**src/rtl/flag_unit.sv**
```systemverilog
// Architectural condition-flag register with per-flag ALU update mask and a
// small LIFO save/restore stack. Flag encoding: bit0 carry, bit1 zero, bit2 sign.
module flag_unit #(
    parameter int WIDTH = 32,
    parameter int DEPTH = 4
) (
    input  logic                     clk,
    input  logic                     rst,
    input  logic [WIDTH-1:0]         alu_result,
    input  logic                     alu_carry,
    input  logic [2:0]               flag_we,
    input  logic                     push,
    input  logic                     pop,
    output logic [2:0]               flag,
    output logic [2:0]               flag_fwd,
    output logic [$clog2(DEPTH):0]   stack_count,
    output logic                     stack_full,
    output logic                     stack_empty,
    output logic                     stack_err
);

    localparam int IW = $clog2(DEPTH);
    localparam int CW = IW + 1;
    localparam logic [CW-1:0] FULL_CNT = CW'(DEPTH);

    logic [2:0]    flag_r;
    logic [CW-1:0] count_r;
    logic          err_r;
    logic [2:0]    stack_mem_r [DEPTH];

    logic [2:0]    alu_flag_s;
    logic [2:0]    upd_flag_s;
    logic [2:0]    next_flag_s;
    logic          full_s;
    logic          empty_s;
    logic          push_ok_s;
    logic          pop_ok_s;
    logic          fault_s;
    logic [IW-1:0] wr_idx_s;
    logic [IW-1:0] top_idx_s;

    // Stack status and legality of the requested stack operation.
    always_comb begin
        full_s    = (count_r == FULL_CNT);
        empty_s   = (count_r == {CW{1'b0}});
        push_ok_s = push & ~pop & ~full_s;
        pop_ok_s  = pop & ~push & ~empty_s;
        // A lone push into a full stack or a lone pop from an empty one is a fault.
        fault_s   = (push & ~pop & full_s) | (pop & ~push & empty_s);
        wr_idx_s  = count_r[IW-1:0];
        top_idx_s = IW'(count_r - CW'(1));
    end

    // Next flag value: a legal pop restores the saved word, otherwise the masked ALU update.
    always_comb begin
        alu_flag_s  = {alu_result[WIDTH-1], (alu_result == {WIDTH{1'b0}}), alu_carry};
        upd_flag_s  = (flag_we & alu_flag_s) | (~flag_we & flag_r);
        next_flag_s = upd_flag_s;
        if (pop_ok_s) begin
            next_flag_s = stack_mem_r[top_idx_s];
        end else begin
            next_flag_s = upd_flag_s;
        end
    end

    // Flag, stack depth and sticky error state.
    always_ff @(posedge clk) begin
        if (!rst) begin
            flag_r  <= 3'b000;
            count_r <= {CW{1'b0}};
            err_r   <= 1'b0;
        end else begin
            flag_r <= next_flag_s;
            if (push_ok_s) begin
                count_r <= count_r + CW'(1);
            end else if (pop_ok_s) begin
                count_r <= count_r - CW'(1);
            end else begin
                count_r <= count_r;
            end
            if (fault_s) begin
                err_r <= 1'b1;
            end else begin
                err_r <= err_r;
            end
        end
    end

    // Stack storage; never reset because an empty stack is never read.
    always_ff @(posedge clk) begin
        if (rst && push_ok_s) begin
            stack_mem_r[wr_idx_s] <= flag_r;
        end
    end

    assign flag        = flag_r;
    assign flag_fwd    = next_flag_s;
    assign stack_count = count_r;
    assign stack_full  = full_s;
    assign stack_empty = empty_s;
    assign stack_err   = err_r;

endmodule

```
**config.mk**
```make
export PLATFORM = sky130hd
export DESIGN_NAME = flag_unit
export DESIGN_NICKNAME = d
export VERILOG_FILES = /design/src/rtl/flag_unit.sv
export SDC_FILE = /design/constraint.sdc
export NUM_CORES = 1
export LEC_CHECK = 0
export BUFFER_PORTS_ARGS = -buffer_cell sky130_fd_sc_hd__buf_2
export CORE_MARGIN = 2
export CORE_UTILIZATION = 35
export CTS_CLUSTER_SIZE = 16
export DETAILED_ROUTE_END_ITERATION = 10
export GPL_ROUTABILITY_DRIVEN = 0
export GPL_TIMING_DRIVEN = 0
export PLACE_DENSITY_LB_ADDON = 0.05
export SKIP_CTS_REPAIR_TIMING = 1
export SLEW_MARGIN = 5
export SYNTH_ARGS = -nofsm -noshare
export SYNTH_HDL_FRONTEND = slang
export SYNTH_SLANG_ARGS = --single-unit
```
**constraint.sdc**
```tcl
create_clock -name clk -period 5.9 [get_ports clk]
set_clock_uncertainty 0.2 [all_clocks]
set_input_delay 1.77 -clock clk [delete_from_list [all_inputs] [get_ports clk]]
set_output_delay 1.77 -clock clk [all_outputs]
set_load 0.005 [all_outputs]
```
==> impl_metrics.toml <==
[outcome]
status = "completed"

[die]
pin_count = 52
die_w_um = 57.0
floorplan.initialDensity = 0.362
die_height_um = 57.0
die-area_um2 = 3250
rows = 19
design.core.area_um2 = 2710

[final_layout]
drive_gt1_frac = 0.463
fin_nets = 182
fin_area_um2 = 1310
antenna_cells = 0
syn_to_final_growth_pct = 33.0
final_common_cell = "buf_2"
final_cell_mix = "buf_2, edfxtp_1, dfxtp_1"

[critical_path]
worst_r2r_path_depth = 5
critPathMaxStageDelay_ns = 0.39
startpoint_type = "input pin"
timing.rr.start = "stack_count[0]"
reg2reg_to = "flag[0]"
crit_arrival_ns = 2.99
crit_top_cell = "buf_2"
worst-setup-path-type = "in -> out"
critPathCaptureType = "output port"
cpMaxStageDelayCell = "o32a_1"
rrSetupSlack_ns = 3.71
crit_fanout = 2
worstPathCellList = "buf_2 -> nor4_1 -> nand4_1 -> o32a_1 -> a21oi_1 -> buf_2"
critPathRequiredTime_ns = 3.93
crit_family = "compound AO/OA/AOI/OAI gates"
crit_buf_inv = 2

[global_routing]
grt-busiest-layer = "met2"
grt_pass1_wl_mm = 3.26
overflow = 0
grt_start_max_net_pins = 13
grt_use_met1 = 0.175
met2_usage = 0.213
grt_usage = 0.132
antenna_found_initial = 0
grt_use_met3 = 0.0272
grt_pass1_vias = 775

[drt]
wl_per_cell_um = 12.9
viasPerCell = 5.05
vias = 844
wirelength_mm = 2.15
firstDrtPassIters = 4
drc = 0
drtIter0Drc = 24
postRouteAntennaNets = 0

[synth]
ys_seq_area_frac = 0.510
avgSynthCellArea_um2 = 12.1
synth_nets = 126
synth.ff_latch_count = 19
syn_area_um2 = 982
synth_area_leaders = "edfxtp_1, dfxtp_1, ha_1, mux2_2, mux4_2"
ys_warn_count = 0
synth_top_area_share = 0.367
postSynthCellCount = 81
synth_largest_area_cell = "edfxtp_1"
synth_cell_type_count = 30

[clock_network]
cts_root_buffer = "clkbuf_4"
clk_pin_slew_ns = 0.11
clk_latency_ns = 0.30
cts_buffer_depth = 2
tritoncts = "yes"
cts.htree.levels = 1
cts_buffers = 3
numClockSinks = 19

[pwr]
power_w = 0.000285
p_leak_nw = 0.588
pwr-share-clk = 0.235
ir_worst_vdd_uv = 122
p_seq_frac = 0.544
combPwrFrac = 0.221
power.switching_w = 0.0000759
powerDensity_nw_per_um2 = 218
switching_share = 0.267
intPower_w = 0.000209

[timing]
hold_violations = 0
final_max_slew_viol_count = 0
slew-limit-headroom = 0.727
worst_pin_slew_ns = 0.409
min_period_ns = 4.96
grt_setup_unrepaired = "false"
holdWs_ns = 0.289
timing.final.crit_share = 0.840
tns_ns = 0
layout_setup_ws_ns = 0.942
setup_viol = 0
fmax_mhz = 202

[job]
cap_violations = 0

[placed_design]
port_buffers = 51
dpl_worst_slack_ns = 0.920
dpl_cell_area_um2 = 1280
hpwl_mm = 1.71

[worst_hold_path]
min_to = "stack_err"
whs_path_depth = 2
min-delay-start = "stack_err"
min_path_type = "reg -> reg"
==> cells by family after synthesis <==
logic type               after synthesis  share of synthesized area
multiplexers                           8                      0.129
buffers and inverters                  7                     0.0280
adder cells (fa/ha/maj)                5                     0.0637
AND/OR/NAND/NOR                       34                      0.213
flip-flops                            19                      0.510
AO/OA/AOI/OAI                          8                     0.0573
==> Yosys cell counts, drive strengths merged <==
| cell | n |
|---|---|
| nor4b | 1 |
| and3 | 5 |
| nand4b | 2 |
| nand3b | 1 |
| nand4 | 1 |
| ha | 5 |
| inv | 6 |
| dfxtp | 7 |
| buf | 1 |
| edfxtp | 12 |
| nor2 | 3 |
| and2 | 2 |
| o32a | 1 |
| nor3b | 1 |
| a21boi | 1 |
| o22ai | 1 |
| mux2 | 4 |
| mux2i | 1 |
| and3b | 2 |
| nor4 | 6 |
| nand3 | 1 |
| a21oi | 3 |
| o21ai | 1 |
| mux4 | 3 |
| nand2b | 2 |
| or3 | 2 |
| nand2 | 3 |
| a211oi | 1 |
| nor3 | 2 |
==> how the worst max path moves through the flow <==
stage | startpoint | end | cells after the start
after floorplan | alu_result[1] | flag_fwd[1] | 4
after global placement | alu_result[29] | flag_fwd[1] | 6
after detailed placement | alu_result[29] | flag_fwd[1] | 6
after CTS | alu_result[29] | flag_fwd[1] | 6
after global routing | alu_result[29] | flag_fwd[1] | 6
final | alu_result[29] | flag_fwd[1] | 6
==> metal layers <==
layer  vias to the layer above  wire length [um]
li1                        422                 -
met1                       393               947
met2                        27              1030
met3                         2               149
met4                         0                19
met5                         -                 0
==> power by group through the flow <==
stage	clock, W	sequential [W]	combinational (W)
finish	0.0000669	0.000155	0.0000630
global route	0.0000747	0.000156	0.0000708
CTS	0.0000687	0.000155	0.0000639
detailed placement	0	0.000158	0.0000635
global placement	0	0.000158	0.0000629
floorplan	0	0.000157	0.0000336
==> worst min-delay path: stages, from the launching register on <==
cell and delay, ns:
dfxtp_1 0.35, a21oi_1 0.04, nor2_1 0.07
==> sequential cells by signal, summed over array words and instances, names as in the netlist <==
name         count
flag             3
stack_mem_r     12
stack_err        1
stack_count      3
==> per-stage QoR <==
step | utilization | std cells
final | 0.482 | 167
after detailed placement | 0.471 | 163
after CTS | 0.482 | 167
after global placement | 0.471 | 163
after global routing | 0.482 | 167
after floorplan | - | 81
==> cell type report <==
cell class	instances	area (um^2)
Fill cell	261	1400
Sequential cell	19	500
Multi-Input combinational cell	55	454
Timing Repair Buffer	51	255
Tap cell	31	38.8
Clock buffer	3	22.5
Inverter	6	22.5
Clock inverter	1	7.51
Buffer	1	5.00
Note: power is estimated with default switching activity, not from simulation.
